### config.mk
export PLATFORM = sky130hd
export DESIGN_NAME = bslu_useq_flat
export DESIGN_NICKNAME = d
export VERILOG_FILES = /design/src/rtl/bslu_pkg.sv /design/src/rtl/bslu_useq_if.sv /design/src/rtl/bslu_useq_rom.sv /design/src/rtl/bslu_useq.sv /design/src/flat_wrapper.sv
export SDC_FILE = /design/constraint.sdc
export NUM_CORES = 1
export LEC_CHECK = 0
export CAP_MARGIN = 30
export CORE_ASPECT_RATIO = 0.6
export CORE_UTILIZATION = 25
export CTS_CLUSTER_SIZE = 20
export DETAILED_ROUTE_END_ITERATION = 7
export DONT_BUFFER_PORTS = 1
export GPL_TIMING_DRIVEN = 1
export SLEW_MARGIN = 40
export SYNTH_ARGS = -nofsm -noshare
export SYNTH_HDL_FRONTEND = slang
export SYNTH_HIERARCHICAL = 1
export SYNTH_SLANG_ARGS = --single-unit
### constraint.sdc
create_clock -name clk -period 5.8 [get_ports clk]
set_input_delay 0.58 -clock clk [delete_from_list [all_inputs] [get_ports clk]]
set_output_delay 0.58 -clock clk [all_outputs]
set_load 0.02 [all_outputs]
### src/rtl/bslu_pkg.sv
// Shared encodings for the bit-serial logic unit micro-sequencer:
// command opcodes, BSLU select/op codes, FSM states and the step-ROM word.
package bslu_pkg;

  typedef enum logic [1:0] {
    OPC_COPY  = 2'b00,
    OPC_NOT   = 2'b01,
    OPC_CARRY = 2'b10,
    OPC_RSVD  = 2'b11
  } opc_e;

  typedef enum logic [1:0] {
    IDLE = 2'b00,
    INIT = 2'b01,
    STEP = 2'b10,
    FIN  = 2'b11
  } state_e;

  // One-hot BSLU register selects
  localparam logic [2:0] SEL_NONE = 3'b000;
  localparam logic [2:0] SEL_SA   = 3'b001;
  localparam logic [2:0] SEL_CR   = 3'b010;
  localparam logic [2:0] SEL_PR   = 3'b100;

  localparam logic [4:0] OP_NONE = 5'b00000;
  localparam logic [4:0] OP_MOV  = 5'b00001;
  localparam logic [4:0] OP_SET  = 5'b00010;
  localparam logic [4:0] OP_SETV = 5'b00100;
  localparam logic [4:0] OP_MAJ  = 5'b01000;
  localparam logic [4:0] OP_NOT  = 5'b10000;
  // Set with set-value 0: clears the destination register
  localparam logic [4:0] OP_CLR  = OP_MOV | OP_SET;

  typedef enum logic [1:0] {
    BASE_A   = 2'b00,
    BASE_B   = 2'b01,
    BASE_DST = 2'b10
  } base_e;

  typedef struct packed {
    logic [2:0] rs1;
    logic [2:0] rd;
    logic [4:0] op;
    logic       row_rd;
    logic       row_wr;
    base_e      base_sel;
    logic       last_step;
  } uop_t;

endpackage

### src/rtl/bslu_useq_if.sv
// Command handshake between a host and the BSLU micro-sequencer.
interface bslu_useq_if #(
  parameter int LEN_W = 6,
  parameter int ROW_W = 8
);
  logic             cmd_valid;
  logic             cmd_ready;
  logic [1:0]       cmd_opc;
  logic [LEN_W-1:0] cmd_len;
  logic [ROW_W-1:0] cmd_src_a;
  logic [ROW_W-1:0] cmd_src_b;
  logic [ROW_W-1:0] cmd_dst;

  modport master (
    output cmd_valid, cmd_opc, cmd_len, cmd_src_a, cmd_src_b, cmd_dst,
    input  cmd_ready
  );

  modport slave (
    input  cmd_valid, cmd_opc, cmd_len, cmd_src_a, cmd_src_b, cmd_dst,
    output cmd_ready
  );
endinterface

### src/rtl/bslu_useq_rom.sv
// Per-opcode micro-op table: maps (opcode, step within a bit) to one micro-op word.
module bslu_useq_rom
  import bslu_pkg::*;
(
  input  opc_e       opc,
  input  logic [2:0] step,
  output uop_t       uop
);

  always_comb begin
    uop = '0;
    case (opc)
      OPC_COPY: begin
        case (step)
          3'd0:    begin uop.row_rd = 1'b1; uop.base_sel = BASE_A; end
          3'd1:    begin uop.row_wr = 1'b1; uop.base_sel = BASE_DST; uop.last_step = 1'b1; end
          default: uop.last_step = 1'b1;
        endcase
      end
      OPC_NOT: begin
        case (step)
          3'd0:    begin uop.row_rd = 1'b1; uop.base_sel = BASE_A; end
          3'd1:    begin uop.op = OP_NOT; uop.rs1 = SEL_SA; uop.rd = SEL_SA; end
          3'd2:    begin uop.row_wr = 1'b1; uop.base_sel = BASE_DST; uop.last_step = 1'b1; end
          default: uop.last_step = 1'b1;
        endcase
      end
      OPC_CARRY: begin
        // cr <- maj(a, b, cr), with a parked in pr while b is loaded into sa
        case (step)
          3'd0:    begin uop.row_rd = 1'b1; uop.base_sel = BASE_A; end
          3'd1:    begin uop.op = OP_MOV; uop.rs1 = SEL_SA; uop.rd = SEL_PR; end
          3'd2:    begin uop.row_rd = 1'b1; uop.base_sel = BASE_B; end
          3'd3:    begin uop.op = OP_MAJ; uop.rd = SEL_CR; end
          3'd4:    begin uop.op = OP_MOV; uop.rs1 = SEL_CR; uop.rd = SEL_SA; end
          3'd5:    begin uop.row_wr = 1'b1; uop.base_sel = BASE_DST; uop.last_step = 1'b1; end
          default: uop.last_step = 1'b1;
        endcase
      end
      default: uop.last_step = 1'b1;
    endcase
  end

endmodule

### src/rtl/bslu_useq.sv
// BSLU micro-sequencer: expands COPY/NOT/CARRY row commands into per-bit
// micro-op streams; every output is registered one cycle behind the FSM.
module bslu_useq
  import bslu_pkg::*;
#(
  parameter int LEN_W = 6,
  parameter int ROW_W = 8
) (
  input  logic             clk,
  input  logic             rst_n,
  bslu_useq_if.slave       cmd,
  output logic [2:0]       rs1,
  output logic [2:0]       rd,
  output logic [4:0]       op,
  output logic             row_rd,
  output logic             row_wr,
  output logic [ROW_W-1:0] row_addr,
  output logic             done
);

  state_e           state, state_nx;
  opc_e             opc_q;
  logic [LEN_W-1:0] len_q, bit_q;
  logic [2:0]       step_q;
  logic [ROW_W-1:0] src_a_q, src_b_q, dst_q;
  uop_t             uop;
  logic             accept, last_bit;

  logic [2:0]       rs1_d, rd_d;
  logic [4:0]       op_d;
  logic             row_rd_d, row_wr_d;
  logic [ROW_W-1:0] addr_d, base;

  bslu_useq_rom u_rom (
    .opc  (opc_q),
    .step (step_q),
    .uop  (uop)
  );

  assign accept   = cmd.cmd_valid && cmd.cmd_ready;
  assign last_bit = (bit_q == len_q - LEN_W'(1));

  always_comb begin
    state_nx = state;
    case (state)
      IDLE:    if (accept) state_nx = INIT;
      INIT:    state_nx = (len_q == '0) ? FIN : STEP;
      STEP:    if (uop.last_step && last_bit) state_nx = FIN;
      FIN:     state_nx = IDLE;
      default: state_nx = IDLE;
    endcase
  end

  always_comb begin
    rs1_d    = SEL_NONE;
    rd_d     = SEL_NONE;
    op_d     = OP_NONE;
    row_rd_d = 1'b0;
    row_wr_d = 1'b0;
    addr_d   = '0;
    case (uop.base_sel)
      BASE_B:   base = src_b_q;
      BASE_DST: base = dst_q;
      default:  base = src_a_q;
    endcase
    if (state == INIT && opc_q == OPC_CARRY) begin
      op_d = OP_CLR;
      rd_d = SEL_CR;
    end else if (state == STEP) begin
      rs1_d    = uop.rs1;
      rd_d     = uop.rd;
      op_d     = uop.op;
      row_rd_d = uop.row_rd;
      row_wr_d = uop.row_wr;
      // Address wraps modulo 2^ROW_W by plain truncation
      if (uop.row_rd || uop.row_wr) addr_d = base + ROW_W'(bit_q);
    end
  end

  always_ff @(posedge clk or negedge rst_n) begin
    if (!rst_n) begin
      state         <= IDLE;
      opc_q         <= OPC_COPY;
      len_q         <= '0;
      bit_q         <= '0;
      step_q        <= '0;
      src_a_q       <= '0;
      src_b_q       <= '0;
      dst_q         <= '0;
      rs1           <= '0;
      rd            <= '0;
      op            <= '0;
      row_rd        <= 1'b0;
      row_wr        <= 1'b0;
      row_addr      <= '0;
      done          <= 1'b0;
      cmd.cmd_ready <= 1'b0;
    end else begin
      state         <= state_nx;
      cmd.cmd_ready <= (state_nx == IDLE);
      done          <= (state_nx == FIN);
      rs1           <= rs1_d;
      rd            <= rd_d;
      op            <= op_d;
      row_rd        <= row_rd_d;
      row_wr        <= row_wr_d;
      row_addr      <= addr_d;
      if (accept) begin
        opc_q   <= opc_e'(cmd.cmd_opc);
        len_q   <= (opc_e'(cmd.cmd_opc) == OPC_RSVD) ? '0 : cmd.cmd_len;
        src_a_q <= cmd.cmd_src_a;
        src_b_q <= cmd.cmd_src_b;
        dst_q   <= cmd.cmd_dst;
        bit_q   <= '0;
        step_q  <= '0;
      end else if (state == STEP) begin
        if (uop.last_step) begin
          step_q <= '0;
          bit_q  <= bit_q + LEN_W'(1);
        end else begin
          step_q <= step_q + 3'd1;
        end
      end
    end
  end

endmodule

### src/flat_wrapper.sv
// flat-port wrapper written by rule: the top's interface ports become plain ports
module bslu_useq_flat import bslu_pkg::*;
#(
  parameter int LEN_W = 6,
  parameter int ROW_W = 8
)
  (clk, rst_n, rs1, rd, op, row_rd, row_wr, row_addr, done, cmd_cmd_valid, cmd_cmd_opc, cmd_cmd_len, cmd_cmd_src_a, cmd_cmd_src_b, cmd_cmd_dst, cmd_cmd_ready);
  bslu_useq_if #(.LEN_W(LEN_W), .ROW_W(ROW_W)) cmd_i ();
  input  logic clk;
  input  logic rst_n;
  output logic [2:0] rs1;
  output logic [2:0] rd;
  output logic [4:0] op;
  output logic row_rd;
  output logic row_wr;
  output logic [ROW_W-1:0] row_addr;
  output logic done;
  input wire logic [$bits(cmd_i.cmd_valid)-1:0] cmd_cmd_valid;
  input wire logic [$bits(cmd_i.cmd_opc)-1:0] cmd_cmd_opc;
  input wire logic [$bits(cmd_i.cmd_len)-1:0] cmd_cmd_len;
  input wire logic [$bits(cmd_i.cmd_src_a)-1:0] cmd_cmd_src_a;
  input wire logic [$bits(cmd_i.cmd_src_b)-1:0] cmd_cmd_src_b;
  input wire logic [$bits(cmd_i.cmd_dst)-1:0] cmd_cmd_dst;
  output wire logic [$bits(cmd_i.cmd_ready)-1:0] cmd_cmd_ready;
  assign cmd_i.cmd_valid = cmd_cmd_valid;
  assign cmd_i.cmd_opc = cmd_cmd_opc;
  assign cmd_i.cmd_len = cmd_cmd_len;
  assign cmd_i.cmd_src_a = cmd_cmd_src_a;
  assign cmd_i.cmd_src_b = cmd_cmd_src_b;
  assign cmd_i.cmd_dst = cmd_cmd_dst;
  assign cmd_cmd_ready = cmd_i.cmd_ready;
  bslu_useq #(.LEN_W(LEN_W), .ROW_W(ROW_W)) u_core (.clk(clk), .rst_n(rst_n), .cmd(cmd_i), .rs1(rs1), .rd(rd), .op(op), .row_rd(row_rd), .row_wr(row_wr), .row_addr(row_addr), .done(done));
endmodule
# After elaboration in Yosys (flattened, before gate mapping)
# Cells that the tools add are included.
# classes
shifts,0
div_mod_pow,0
magnitude_cmp,0
mux,42
n_eq_ne,15
add_sub_neg,4
n_reduce_logical,15
mul,0
n_bitwise,0
# ops
cell,n
$mux W6,4
$mux W8,3
$pmux W8 S3,1
$pmux W11 S2,1
$mux W3,7
$pmux W8 S2,1
$mux W1,13
$eq A2 B2 Y1 const B,6
$pmux W4 S3,1
$mux W5,2
$mux W9,1
$add A8 B6 Y8,1
$mux W2,4
$pmux W2 S2,2
$pmux W2 S4,1
$add A6 B1 Y6 const B,1
$eq A2 B1 Y1 const B,3
$eq A3 B2 Y1 const B,2
$eq A3 B3 Y1 const B,2
$eq A6 B6 Y1,1
$logic_not A2 Y1,3
$logic_not A6 Y1,1
$sub A6 B1 Y6 const B,1
$reduce_or A5 Y1,1
9 further kinds,13
# totals
romBits,0
reg_bits,66
memories,0
output_inout_bits,23
elab_cells,92
ramBits,0
latch_bits,0

# Depth between registers and ports, before layout
# Gate-level depths: netlist of run 1.
# logic_depth
depth_word,10
depth_mapped,18
depth_no_buf,17

# Hierarchy
# The synthesis of run 1 kept the hierarchy.
# by_module_without_submodules
module,area_each_um2,cells_each,n_inst,seq_area_each_um2
bslu_useq,3060.4,321,1,1651.6
bslu_useq_rom,307.8,42,1,0.0

# Worst setup path after synthesis of run 1
# Ideal clock, no wire load.
# synth_path
path_kind,flip-flop to flip-flop
startpoint,register u_core.opc_q[0]
endpoint,register u_core.row_addr[6]
n_path_buf,1
path_stages_with_launch,18
setup_time_ps,145
t_arrival_ps,3136
t_required_ps,5655
path_slack_ps,2519
cell_sequence,dfrtp_1 -> inv_1 -> ha_1 -> mux2_4 -> a32oi_1 -> nor2_1 -> ha_1 -> clkbuf_1 -> nand2_1 -> o21ai_0 -> ha_1 -> inv_1 -> fa_1 -> nor2b_1 -> o31a_1 -> o21a_1 -> o21a_1 -> nor3_1
# synth_rtl
item,line,source
start: declaration,bslu_useq.sv:22,opc_e opc_q;
start signal: assignment,bslu_useq.sv:109,opc_q <= opc_e'(cmd.cmd_opc);
end signal: assignment,bslu_useq.sv:107,row_addr <= addr_d;
end: declaration,bslu_useq.sv:17,"output logic [ROW_W-1:0] row_addr,"

==> impl_metrics.ini, run 1 <==
[outcome]
outcome = finished clean

[synth]
ys_types = 47
syn-cell-area_sq_um = 3370
synthArstFlopShare_pct = 100
ys.flop_type = dfrtp_1
synth_top_area_share_pct = 49.0
yosys-top-cells-count = nand2_1 (100), dfrtp_1 (66), nor2_1 (22)
synth_edf_count = 0
synth_top_cell_by_area = dfrtp_1
yosysMostFrequentCell = nand2_1
ys_top_cells_by_area = dfrtp_1 (49%), nand2_1 (11%), ha_1 (6.7%), nor2_1 (2.5%), xnor2_1 (2.3%)
synthCells = 363
avgSynthCellArea_sq_um = 9.28
ys_seq_elements = 66
ys_seq_area_share_pct = 49.0
yosys_warnings = 6

[finish]
syn_to_final_growth_pct = 14.4
nets = 414
final_layout_size_suffix_gt1_share_pct = 6.58
n_antenna_cell = 0
n_fill_cell = 1390

[worst_setup_path]
critical_path_class = reg -> reg
cp.required_ns = 5.98
arrival_ns = 3.95
startpoint_type = register
endpoint_kind = register
path_max_fanout = 8

[global_routing]
grt_use_total_pct = 12.5
grt_pass1_wl_microns = 13200
overflow = 0
antenna_found_initial = 0
grt_pass1_vias = 2399
grt_max_degree = 67

[floorplanning]
die_h_microns = 91.9
initial_utilization_pct = 26.0
std_cell_rows = 32
die_w_microns = 152
io_pins = 58
fp.coreArea_sq_um = 13000
dieArea_sq_um = 14000

[routing]
routedWlPerCell_microns = 15.0
drcViolationCount = 0
vias_per_cell = 4.63
drtAntennaViolNets = 0
vias = 2475
drt-total-wl_microns = 8050
first_pass_iters = 4
drt_iter0_drc = 161

[hold_path]
hold_class = in -> async

[power]
total_power_uw = 2170
p_leak_uw = 0.00187
p_per_area_nw_per_um2 = 564
peakVddDrop_mv = 0.169

[clocking]
clk-insertion-delay-late_ns = 0.33
cts_buffer_depth = 2
cts_resized = 0
cts_setup_buffers = 0
h-tree-depth = 3
cts_tree = yes
cts_sinks = 66
clock-root-buffer = clkbuf_16
cts.clk_slew.worst_paths_ns = 0.05
cts_buffers = 9

[job]
cap_violations = 0

[sta]
drv_slew = 0
tightestPinTransition_ns = 0.753
period_needed_ns = 3.77
fin_crit_sh_pct = 65.0
setup_viol = 0
slew_headroom_pct = 49.7
finClkSkew_ns = 0.00964
fmax_mhz = 265
fin_tns_setup_ns = 0
hold_viol = 0
rsz0062_at_grt = no

[place]
io_buffers = 0
routabilityCongestion = 0.816
dp_hpwl_microns = 5860
-- critical path, cell delays in order, from the launching register on --
cell and delay (ns):
dfrtp_1 0.40, inv_1 0.09, ha_1 0.30, mux2_4 0.29, a32oi_1 0.23, nor2_1 0.10, inv_1 0.07, ha_1 0.31
a22oi_1 0.14, o21ai_0 0.33, ha_1 0.32, a211oi_1 0.37, o21bai_1 0.15, o311ai_1 0.30, xnor2_1 0.16, nor2_1 0.05
-- layer usage --
metal,track usage (%),share of wire (%)
met1,18.6,54
met4,3.25,0.71
met5,0,0
met2,16.3,39
met3,4.77,6.3
-- cell families after synthesis --
group                      after synthesis  synth area share, %
buffers and inverters                   34                 4.68
and+or+nand+nor                        169                 22.4
xor gates and xnor gates                18                 4.68
DFF                                     66                 49.0
adders and majority gates               19                 7.28
AOI/OAI and AO/OA                       53                 10.7
other                                    1                0.111
muxes                                    3                 1.08
-- final cells by class --
cell class,count,area [sq um],share of cell area (%)
clock buffer,12,246,6.40
clock inverter,4,73.8,1.92
sequential,66,1650,42.9
tap,170,213,5.52
timing repair buffer,3,42.5,1.10
multi-input combinational,265,1570,40.7
inverter,15,56.3,1.46
-- sequential cells by signal (all words and copies together) (netlist names) --
signal / cells
u_core/src_b_q: 8
u_core/bit_q: 6
u_core/state: 2
u_core/row_rd: 1
u_core/len_q: 6
u_core/cmd.cmd_ready: 1
u_core/rs1: 3
u_core/row_addr: 8
u_core/opc_q: 2
u_core/step_q: 3
u_core/rd: 3
u_core/done: 1
u_core/op: 5
u_core/dst_q: 8
u_core/row_wr: 1
u_core/src_a_q: 8
-- layout by cell type, fill, tap and decap left out, types with 2 or more instances in the layout --
cell / netlist / routed
nand2_1: 100 / 100
dfrtp_1: 66 / 66
nor2_1: 22 / 22
ha_1: 18 / 17
inv_1: 15 / 15
o21ai_0: 12 / 12
and3_1: 12 / 12
clkbuf_16: 0 / 9
xor2_1: 9 / 9
xnor2_1: 9 / 9
a21oi_1: 9 / 9
a22oi_1: 8 / 8
nor3_1: 8 / 8
nand3_1: 8 / 8
o21a_1: 5 / 5
and2_1: 4 / 4
a22o_1: 4 / 4
a211oi_1: 3 / 3
nand2b_1: 3 / 3
conb_1: 1 / 3
clkbuf_1: 13 / 2
bufinv_16: 0 / 2
nand3b_1: 2 / 2
nor2b_1: 2 / 2
o21bai_1: 2 / 2
buf_4: 4 / 2
-- repair_timing --
item,in CTS,in global routing
hold buffers,1,0
endpoints found under the hold margin,66,0
endpoints found under the setup margin,0,0
-- per-stage QoR --
stage / instances / util, % / setup slack, ns / hold slack (ns) / area (sq um)
3_3_place_gp: 518 / 27.0 / 2.39 / 0.286 / 3500
2_1_floorplan: 365 / - / 2.52 / 0.284 / 3380
5_1_grt: 535 / 29.7 / 1.71 / 0.138 / 3850
3_5_place_dp: 518 / 27.0 / 2.12 / 0.286 / 3500
4_1_cts: 535 / 29.7 / 2.09 / 0.132 / 3850
6_report: 535 / 29.7 / 2.03 / 0.117 / 3850
-- report_power, final --
part           switching (uW)  internal [uW]
Sequential                206            629
Combinational             443            308
Clock                     197            389
-- path summary, 6_finish.rpt --
kind | from | to | slack [ns] | cells past startpoint
worst max register to register | u_core/opc_q[0] | u_core/row_addr[7] | 2.03 | 15
min in group clk | cmd_cmd_dst[5] | u_core/dst_q[5] | 0.35 | 2
worst min-delay path | rst_n | u_core/rs1[1] | 0.12 | 1
worst max-delay path | u_core/opc_q[0] | u_core/row_addr[7] | 2.03 | 15
worst min register to register | u_core/src_a_q[5] | u_core/src_a_q[5] | 0.48 | 2
max in group asynchronous | rst_n | u_core/state[0] | 5.40 | 1
Power figures use the tool's default switching activity.
==> run 2: changes to the inputs <==
--- a/config.mk
+++ b/config.mk
@@ -5,6 +5,7 @@
 export SDC_FILE = /design/constraint.sdc
 export NUM_CORES = 1
 export LEC_CHECK = 0
+export ABC_AREA = 1
 export CAP_MARGIN = 30
 export CORE_ASPECT_RATIO = 0.6
 export CORE_UTILIZATION = 25
==> constraint.sdc (replaced) <==
create_clock -name clk -period 3.2 [get_ports clk]
set_input_delay 0.32 -clock clk [delete_from_list [all_inputs] [get_ports clk]]
set_output_delay 0.32 -clock clk [all_outputs]
set_load 0.02 [all_outputs]
==> run 2 against run 1 <==
Clock skew is 0.0013 ns lower. Critical path depth up 2. Cell count is 14% higher. Sequential cell count stayed put. Largest power group is now combinational logic. Highest routed layer unchanged.
==> impl_metrics.ini, run 2 <==
[place]
io_buffers = 0
dp_hpwl_microns = 6250
routabilityCongestion = 0.876

[worst_setup_path]
cp.required_ns = 3.41
r2r_end = u_core/row_addr[7]
endpoint_kind = register
startpoint_type = register
worstRegToRegCells = 17
critical_path_class = reg -> reg
arrival_ns = 3.21
r2r_slack_ns = 0.20
crit_start = u_core/opc_q[0]
crit_end = u_core/row_addr[7]
path_max_fanout = 8
r2r_start = u_core/opc_q[0]

[global_routing]
grt_pass1_wl_microns = 14000
overflow = 0
grt_max_degree = 67
grt_pass1_vias = 2597
grt_use_total_pct = 12.8
antenna_found_initial = 0

[sta]
finClkSkew_ns = 0.00831
drv_slew = 0
period_needed_ns = 3.00
slew_headroom_pct = 52.0
fmax_mhz = 333
fin_crit_sh_pct = 93.9
setup_viol = 0
tightestPinTransition_ns = 0.717
fin_tns_setup_ns = 0
hold-worst-slack_ns = 0.0901
hold_viol = 0

[finish]
mostFrequentLayoutCells = nand2_1 (144), dfrtp_1 (64), inv_1 (38)
n_antenna_cell = 0
final_layout_size_suffix_gt1_share_pct = 15.6
syn_to_final_growth_pct = 19.9
final_util_pct = 31.6
final_common_cell = nand2_1
nets = 491

[routing]
routedWlPerCell_microns = 14.4
vias_per_cell = 4.48
drt_iter0_drc = 196
drtAntennaViolNets = 0
drcViolationCount = 0
first_pass_iters = 4
vias = 2739
drt-total-wl_microns = 8810

[floorplanning]
die_w_microns = 154
initial_utilization_pct = 26.3
dieArea_sq_um = 14400
io_pins = 58
fp.coreArea_sq_um = 13200
std_cell_rows = 32
die_h_microns = 93.2

[synth]
synthArstFlopShare_pct = 100
ys_seq_area_share_pct = 47.7
syn-cell-area_sq_um = 3470
yosysMostFrequentCell = nand2_1
synth_edf_count = 0
ys.flop_type = dfrtp_1
synthCells = 430
avgSynthCellArea_sq_um = 8.06
ys_seq_elements = 66
ys_top_cells_by_area = dfrtp_1 (48%), nand2_1 (16%), ha_1 (6.5%), inv_1 (4.3%), nor2_1 (3.4%)
yosys-top-cells-count = nand2_1 (146), dfrtp_1 (66), inv_1 (40)
synth_top_area_share_pct = 47.7
ys_types = 34
yosys_warnings = 6
synth_top_cell_by_area = dfrtp_1

[clocking]
cts_sinks = 66
cts_buffers = 9
h-tree-depth = 3
cts_buffer_depth = 2
cts_tree = yes
clk-insertion-delay-late_ns = 0.34
clock-root-buffer = clkbuf_16
cts.clk_slew.worst_paths_ns = 0.06

[power]
p_per_area_nw_per_um2 = 1140
peakVddDrop_mv = 0.272
p_leak_uw = 0.00207

[outcome]
outcome = finished clean

[hold_path]
hold_class = in -> reg

[job]
cap_violations = 0
[run 2: how the worst min path moves through the flow]
stage	startpoint	slack, ns	to	cells past startpoint
floorplan	rst_n	0.02	u_core/bit_q[0]	0
CTS	cmd_cmd_opc[0]	0.08	u_core/opc_q[0]	2
global route	cmd_cmd_src_a[4]	0.09	u_core/src_a_q[4]	2
finish	cmd_cmd_opc[0]	0.09	u_core/opc_q[0]	2
detailed placement	rst_n	0.03	u_core/len_q[2]	0
global placement	rst_n	0.03	u_core/len_q[0]	0
[run 2: logic make-up after synthesis]
group,synth area share (%)
compound gates,9.03
xor+xnor,1.01
fa+ha+maj,7.08
buf+inv,8.23
flops,47.7
other cells,0.108
simple gates,26.9
[run 2: area by class of cell]
cell class / instances / area, sq um
clock buffer: 10 / 239
multi-input combinational: 300 / 1650
timing repair buffer: 11 / 105
clock inverter: 6 / 90.1
fill: 1374 / 9020
sequential: 66 / 1650
tap: 170 / 213
inverter: 49 / 203
[run 2: power breakdown]
part / total, uW / switching [uW] / internal (uW)
Combinational: 2120 / 1260 / 855
Clock: 1090 / 382 / 704
Sequential: 1510 / 358 / 1160
Total: 4720 / 2000 / 2720
[run 2: per-stage QoR]
stage	setup slack [ns]	instances	power (uW)	cell area (sq um)
after floorplan	0.278	432	2890	3470
after CTS	0.0163	607	4520	4000
after global routing	-0.0517	612	5110	4160
final	0.197	612	4720	4160
after global placement	0.125	587	3310	3610
after detailed placement	-0.0433	587	3350	3610
[run 2: worst max-delay path, stage by stage, from the launching register on]
cell,delay [ns]
dfrtp_2,0.44
buf_4,0.16
ha_1,0.27
nor2_2,0.15
inv_1,0.10
ha_4,0.28
a221o_1,0.29
o21ai_1,0.08
inv_1,0.09
ha_4,0.29
nand2_1,0.05
clkinv_1,0.06
nand4_1,0.10
nand3_2,0.12
nand2_2,0.06
a21oi_2,0.14
xor2_1,0.15
nor2_1,0.05
[run 2: timing repair]
item	4_1_cts	5_1_grt
endpoints found under the hold margin	66	0
gates resized for setup	3	24
pin swaps	0	7
setup endpoints to repair	3	5
hold buffers	2	0
setup buffers	2	5
[run 2: layer usage]
layer	vias up	routed length [microns]	global-route usage (%)
li1	1376	-	-
met1	1289	4470	18.0
met2	68	3650	17.6
met3	6	631	5.38
met4	0	61	3.75
met5	-	0	0
